<file path="src/rtl/ib_pack_wr_ctrl.sv">
// Input-buffer write controller: packs serial activation bits into WORD_W-bit
// words per channel and emits per-channel RAM write data/address/enable for
// one frame of DEPTH words. Channel k optionally lags channel 0 by k cycles.
module ib_pack_wr_ctrl #(
  parameter int NUM_CH  = 16,
  parameter int WORD_W  = 32,
  parameter int DEPTH   = 14,
  parameter int AW      = 4,
  parameter int STAGGER = 1
) (
  input  logic                     clk,
  input  logic                     rst_n,
  input  logic                     start,
  input  logic                     bin_val,
  input  logic [NUM_CH-1:0]        bin,
  output logic [NUM_CH*WORD_W-1:0] dout,
  output logic [NUM_CH*AW-1:0]     addr,
  output logic [NUM_CH-1:0]        wea,
  output logic                     busy,
  output logic                     done,
  output logic                     overflow
);

  localparam int              BCW       = $clog2(WORD_W);
  localparam int              LAST_CH   = NUM_CH - 1;
  localparam logic [BCW-1:0]  BIT_LAST  = BCW'(WORD_W - 1);
  localparam logic [AW-1:0]   WORD_LAST = AW'(DEPTH - 1);
  localparam bit              SKEW      = (STAGGER != 0) && (NUM_CH > 1);

  typedef enum logic [1:0] {IDLE, RUN, DRAIN, DONE} state_t;

  state_t            state;
  state_t            state_nxt;

  logic [BCW-1:0]    bit_cnt;
  logic [AW-1:0]     word_cnt;
  logic              ch0_full;
  logic              wea0_q;
  logic [AW-1:0]     addr0_q;

  logic              accept;
  logic              overflow_beat;
  logic              last_bit;
  logic              ch0_last_write;
  logic              last_ch_last_write;

  logic [NUM_CH-1:0]    ch_val;
  logic [NUM_CH-1:0]    ch_wea;
  logic [NUM_CH*AW-1:0] ch_addr;

  // Channel 0 takes a beat only while running and before its frame is full;
  // a start in the same cycle always wins over the beat.
  assign accept        = bin_val && !start && (state == RUN) && !ch0_full;
  assign overflow_beat = bin_val && !start && ((state == RUN) || (state == DRAIN)) && ch0_full;
  assign last_bit      = (bit_cnt == BIT_LAST);

  assign ch0_last_write     = wea0_q && (addr0_q == WORD_LAST);
  assign last_ch_last_write = ch_wea[LAST_CH] && (ch_addr[LAST_CH*AW +: AW] == WORD_LAST);

  assign wea  = ch_wea;
  assign addr = ch_addr;

  // Frame sequencing next state.
  always_comb begin
    state_nxt = state;
    case (state)
      IDLE:    if (start) state_nxt = RUN;
      RUN:     if (start) state_nxt = RUN;
               else if (ch0_last_write) state_nxt = SKEW ? DRAIN : DONE;
      DRAIN:   if (start) state_nxt = RUN;
               else if (last_ch_last_write) state_nxt = DONE;
      DONE:    state_nxt = start ? RUN : IDLE;
      default: state_nxt = IDLE;
    endcase
  end

  // Frame state with registered busy/done derived from the next state.
  always_ff @(posedge clk or negedge rst_n) begin
    if (!rst_n) begin
      state <= IDLE;
      busy  <= 1'b0;
      done  <= 1'b0;
    end else begin
      state <= state_nxt;
      busy  <= (state_nxt == RUN) || (state_nxt == DRAIN);
      done  <= (state_nxt == DONE);
    end
  end

  // Channel 0 bit/word counters, write strobe, address and overflow flag.
  always_ff @(posedge clk or negedge rst_n) begin
    if (!rst_n) begin
      bit_cnt  <= '0;
      word_cnt <= '0;
      ch0_full <= 1'b0;
      wea0_q   <= 1'b0;
      addr0_q  <= '0;
      overflow <= 1'b0;
    end else if (start) begin
      bit_cnt  <= '0;
      word_cnt <= '0;
      ch0_full <= 1'b0;
      wea0_q   <= 1'b0;
      addr0_q  <= '0;
      overflow <= 1'b0;
    end else begin
      wea0_q <= accept && last_bit;
      if (overflow_beat) overflow <= 1'b1;
      if (accept) begin
        if (last_bit) begin
          bit_cnt <= '0;
          addr0_q <= word_cnt;
          // word_cnt parks on the last address; ch0_full masks further beats.
          if (word_cnt == WORD_LAST) ch0_full <= 1'b1;
          else                       word_cnt <= word_cnt + AW'(1);
        end else begin
          bit_cnt <= bit_cnt + BCW'(1);
        end
      end
    end
  end

  generate
    if (SKEW) begin : g_skew
      logic [NUM_CH-2:0]        val_d;
      logic [(NUM_CH-1)*AW-1:0] addr_d;
      logic [NUM_CH-2:0]        wea_d;

      // Delay chains: tap k-1 holds channel 0's control delayed k cycles.
      always_ff @(posedge clk or negedge rst_n) begin
        if (!rst_n) begin
          val_d  <= '0;
          wea_d  <= '0;
          addr_d <= '0;
        end else if (start) begin
          val_d  <= '0;
          wea_d  <= '0;
          addr_d <= '0;
        end else begin
          val_d  <= (NUM_CH-1)'({val_d, accept});
          wea_d  <= (NUM_CH-1)'({wea_d, wea0_q});
          addr_d <= ((NUM_CH-1)*AW)'({addr_d, addr0_q});
        end
      end

      assign ch_val  = {val_d, accept};
      assign ch_wea  = {wea_d, wea0_q};
      assign ch_addr = {addr_d, addr0_q};
    end else begin : g_flat
      assign ch_val  = {NUM_CH{accept}};
      assign ch_wea  = {NUM_CH{wea0_q}};
      assign ch_addr = {NUM_CH{addr0_q}};
    end

    for (genvar k = 0; k < NUM_CH; k++) begin : g_ch
      logic [WORD_W-1:0] word_q;

      // MSB-first shift of this channel's serial bit on its own valid.
      always_ff @(posedge clk or negedge rst_n) begin
        if (!rst_n)         word_q <= '0;
        else if (start)     word_q <= '0;
        else if (ch_val[k]) word_q <= {word_q[WORD_W-2:0], bin[k]};
      end

      assign dout[k*WORD_W +: WORD_W] = word_q;
    end
  endgenerate

endmodule

</file>
<file path="config.mk">
export PLATFORM = sky130hd
export DESIGN_NAME = ib_pack_wr_ctrl
export DESIGN_NICKNAME = d
export VERILOG_FILES = /design/src/rtl/ib_pack_wr_ctrl.sv
export SDC_FILE = /design/constraint.sdc
export NUM_CORES = 1
export LEC_CHECK = 0
export CORE_AREA = 3 3 237 239
export CTS_BUF_LIST = sky130_fd_sc_hd__clkbuf_4 sky130_fd_sc_hd__clkbuf_8
export CTS_CLUSTER_SIZE = 30
export DETAILED_ROUTE_END_ITERATION = 6
export DIE_AREA = 0 0 240 242
export PLACE_DENSITY = 0.77
export SLEW_MARGIN = 20
export SYNTH_ARGS = -nofsm -noshare
export SYNTH_HDL_FRONTEND = slang
export SYNTH_SLANG_ARGS = --single-unit
</file>
<file path="constraint.sdc">
create_clock -name clk -period 2.5 [get_ports clk]
set_clock_uncertainty 0.1 [all_clocks]
set_input_delay 0.5 -clock clk [delete_from_list [all_inputs] [get_ports clk]]
set_output_delay 0.5 -clock clk [all_outputs]
set_load 0.005 [all_outputs]
</file>
==> tab_implementation.tex <==
\begin{tabular}{lr}
\hline
Metric & Value \\
\hline
\multicolumn{2}{l}{\textbf{Outcome}} \\
\quad Outcome & finished clean \\
\multicolumn{2}{l}{\textbf{Routing}} \\
\quad Detailed-route vias per instance & 4.986 \\
\quad Total number of vias & 16870 \\
\quad Iteration-0 DRC count of the detailed router & 922 \\
\quad Residual antenna-violating net count after detailed routing & 0 \\
\quad Detailed Route WL & approximately 66000 µm \\
\quad Pre-antenna DRT Iters & 4 \\
\quad Routed wire length per instance & 19.45 µm \\
\quad Number of remaining DRC errors & 0 \\
\multicolumn{2}{l}{\textbf{Setup path}} \\
\quad Delay of the slowest cell on the worst path & 0.61 ns \\
\quad Startpoint kind of the worst setup timing path & register \\
\quad Worst path depth & 1 \\
\quad Endpoint kind of the worst setup timing path & output port \\
\quad WP data required & 1.90 ns \\
\quad Cell depth of the worst flop-to-flop path & 5 \\
\quad Flop2flop setup slack & 0.39 ns \\
\quad Critical setup path kind & reg -> out \\
\quad Worst-path fanout max & 3 \\
\quad Worst path slowest cell & sky130\_fd\_sc\_hd\_\_clkdlybuf4s50\_1 \\
\quad Bufs and invs on worst path & 1 \\
\quad Arrival time of data at the critical path endpoint & roughly 1.7 ns \\
\quad Family with the most delay on the worst path & buffers and inverters \\
\quad Worst-path cell chain & clkdlybuf4s50\_1 \\
\multicolumn{2}{l}{\textbf{STA}} \\
\quad Maximum clock rate & 431.6 MHz \\
\quad Worst-case hold slack & 0.2069 ns \\
\quad Fin crit period & 2.317 ns \\
\quad Number of hold-slack violations in the final timing report & 0 \\
\quad Setup ws final & 0.1830 ns \\
\quad Final sum of negative setup slack & 0 ns \\
\quad Worst slew margin relative to its limit & 22.51\% \\
\quad Final slew viol count & 0 \\
\quad Tightest Pin Transition & around 1.2 ns \\
\quad Setup violators final & 0 \\
\quad Final period utilization & 92.68\% \\
\quad Unrepaired setup endpoints after global routing & no \\
\multicolumn{2}{l}{\textbf{Die}} \\
\quad Number of placement rows & 85 \\
\quad Number of top-level design ports & 615 \\
\quad Initial Utilization & 45.19\% \\
\quad Area of the placeable core & roughly 54000 µm² \\
\quad Die height & 242 µm \\
\quad Die area & 58080 µm² \\
\quad Die width & 240 µm \\
\multicolumn{2}{l}{\textbf{Finish}} \\
\quad Relative area change from synthesis to final layout & 37.64\% \\
\quad \# fillers & 4173 \\
\quad Layout cell share with drive strength beyond 1 & 9.382\% \\
\quad Footprint of the multi-input gates & 8168 µm² \\
\quad Area occupied by registers & 15580 µm² \\
\quad Nets & $\sim$2600 \\
\multicolumn{2}{l}{\textbf{Yosys}} \\
\quad Cell area after technology mapping & 24410 µm² \\
\quad Synthesized net count & 2004 \\
\quad Distinct cell type count after synthesis & 36 \\
\quad Avg Cell Area, Syn & 12.36 µm² \\
\quad Post-synthesis instance total & 1975 \\
\quad Portion of the post-synthesis area used by sequential elements & between 60\% and 70\% \\
\quad Number of register bits inferred by synthesis & 622 \\
\quad Synth warn & 0 \\
\multicolumn{2}{l}{\textbf{Clocking}} \\
\quad Clock-pin slew reported for the worst setup and hold paths after clock tree synthesis & 0.06 ns \\
\quad Buffer cell driving the clock tree root & sky130\_fd\_sc\_hd\_\_clkbuf\_8 \\
\quad Hold buffers post-CTS & 2 \\
\quad CTS tree & built \\
\quad Buffers inserted during post-CTS setup optimization & 0 \\
\quad Number of sinks on the clock net & 622 \\
\quad Worst-skew pair later-pin latency & 0.67 ns \\
\quad Num CTS Buffers & 104 \\
\quad H-Tree Depth & 3 \\
\quad Resize count post-CTS & 0 \\
\quad Buffers from clock root to sink, at most & 3 \\
\multicolumn{2}{l}{\textbf{GRT}} \\
\quad Wire length of the first global-routing pass & 103500 µm \\
\quad Number of antenna violations at the first check in global routing & 1 \\
\quad Gr usage total & 22.52\% \\
\quad Largest net degree at the start of global routing & around 210 \\
\quad Vias in the first global route & 17680 \\
\quad Total grt overflow & 0 \\
\multicolumn{2}{l}{\textbf{Power and ir drop}} \\
\quad Portion of total power attributed to combinational logic & 4.0\% \\
\quad Switching part of the total & 22.73\% \\
\quad Sw Pwr & 0.004680 W \\
\quad Internal cell power & 0.01591 W \\
\quad Power per cell area & $\sim$610 nW/µm² \\
\quad Part of the power in the clock network & 46.7\% \\
\quad Leakage dissipation & 14.42 nW \\
\quad Max VDD drop & about 0.48 mV \\
\quad Sequential group share of total power & 49.3\% \\
\multicolumn{2}{l}{\textbf{Place}} \\
\quad Worst slack, placed & between 0.15 and 0.2 ns \\
\quad Final HPWL DP & 45940 µm \\
\quad IO buf count & approximately 610 \\
\quad Final weighted congestion in routability-driven placement & slightly above 0.8 \\
\multicolumn{2}{l}{\textbf{Flow run}} \\
\quad Max-cap violations & 0 \\
\multicolumn{2}{l}{\textbf{Min path}} \\
\quad Worst hold path type & in -> async \\
\hline
\end{tabular}
## cells by family (layout without fill, tap and decap cells)
family | count (synthesis) | count (layout) | share of synthesized area [%]
muxes | 485 | 485 | 19.97
other | 0 | 1 | 0
and+or+nand+nor | 695 | 695 | 12.43
DFF | 622 | 622 | 63.75
AOI/OAI and AO/OA | 21 | 21 | 0.5996
buffers and inverters | 143 | 854 | 2.793
adders and majority gates | 9 | 9 | 0.4612
## final timing paths
check	startpoint	endpoint
setup / recovery	g_ch[1].word_q[2]	dout[34]
hold / removal	rst_n	g_skew.addr_d[13]
setup reg to reg	bit_cnt[1]	addr0_q[3]
hold reg to reg	g_skew.addr_d[44]	g_skew.addr_d[48]
max in group asynchronous	rst_n	g_skew.val_d[8]
min in group clk	bin[0]	g_ch[0].word_q[0]
## routing by layer
metal  part of all wire [%]  wire, µm  global-route usage (%)
met5                      0         0                       0
met4                    3.9      2589                   9.335
met3                    7.0      4605                   6.717
met2                     50     32650                   37.36
met1                     39     25970                   27.44
## power groups by stage
stage / combinational [W] / sequential, W / clock, W
CTS: 0.000844 / 0.0102 / 0.00986
global route: 0.000917 / 0.0102 / 0.0103
finish: 0.000833 / 0.0102 / 0.00961
detailed placement: 0.000837 / 0.0103 / 0
floorplan: 0.000443 / 0.0103 / 0
global placement: 0.000811 / 0.0103 / 0
## metrics by stage
stage / std cells / util [%] / cell area, µm² / power, W
after detailed placement: 3191 / 57.89 / 31270 / 0.01117
final: 3383 / 62.20 / 33600 / 0.02059
after CTS: 3382 / 62.19 / 33600 / 0.02085
after global placement: 3191 / 57.89 / 31270 / 0.01114
after floorplan: 1975 / - / 24410 / 0.01075
after global routing: 3383 / 62.20 / 33600 / 0.02137
## layout by cell type, fill, tap and decap left out, types with 9 or more instances in the layout
cell type	Yosys	routed
sky130_fd_sc_hd__nor2b_1	90	90
sky130_fd_sc_hd__clkdlybuf4s50_1	0	612
sky130_fd_sc_hd__nand2_1	70	70
sky130_fd_sc_hd__clkbuf_8	0	143
sky130_fd_sc_hd__mux2i_1	481	481
sky130_fd_sc_hd__buf_4	2	33
sky130_fd_sc_hd__dfrtp_2	0	9
sky130_fd_sc_hd__clkbuf_4	0	31
sky130_fd_sc_hd__clkinv_2	0	9
sky130_fd_sc_hd__buf_12	0	12
sky130_fd_sc_hd__nand3b_1	33	33
sky130_fd_sc_hd__ha_1	9	9
sky130_fd_sc_hd__dfrtp_1	622	613
sky130_fd_sc_hd__nor2_1	484	484
## state kept, by name, summed over array words and instances, names as in the netlist, 2 cells and up
signal and cells:
bit_cnt 5, addr0_q 4, word_cnt 4, g_ch.word_q 512, g_skew.val_d 15, state 2
g_skew.addr_d 60, g_skew.wea_d 15
## synthesized netlist by cell type (all sizes together)
library cell | instances | area share [%]
nand2 | 70 | 1.1
nor3 | 2 | 0.041
nand3b | 33 | 1.0
nand4bb | 1 | 0.11
and4b | 1 | 0.041
nor2b | 90 | 2.3
and3 | 2 | 0.051
or4b | 1 | 0.041
and2 | 2 | 0.051
o21ai | 3 | 0.061
nand3 | 3 | 0.061
a21oi | 6 | 0.12
a31oi | 5 | 0.13
o32a | 1 | 0.041
nand4b | 2 | 0.072
mux2 | 4 | 0.25
mux2i | 481 | 20
a211o | 2 | 0.072
o32ai | 1 | 0.036
dfrtp | 622 | 64
inv | 4 | 0.061
a41o | 1 | 0.041
or3 | 1 | 0.026
clkbuf | 27 | 0.42
or4 | 1 | 0.031
nor2 | 484 | 7.4
buf | 112 | 2.3
a311oi | 2 | 0.097
and4 | 1 | 0.036
ha | 9 | 0.46
nand2b | 1 | 0.026
## layout make-up
class / count / share of cell area (%)
clock inverters: 15 / 0.3165
flip-flops and latches: 622 / 46.35
multi-input cells: 1210 / 24.31
clock buffers: 174 / 6.549
repair buffers: 661 / 19.83
inverters: 4 / 0.04468
diodes: 1 / 0.007447
well taps: 696 / 2.592
Note: power is estimated with default switching activity, not from simulation.
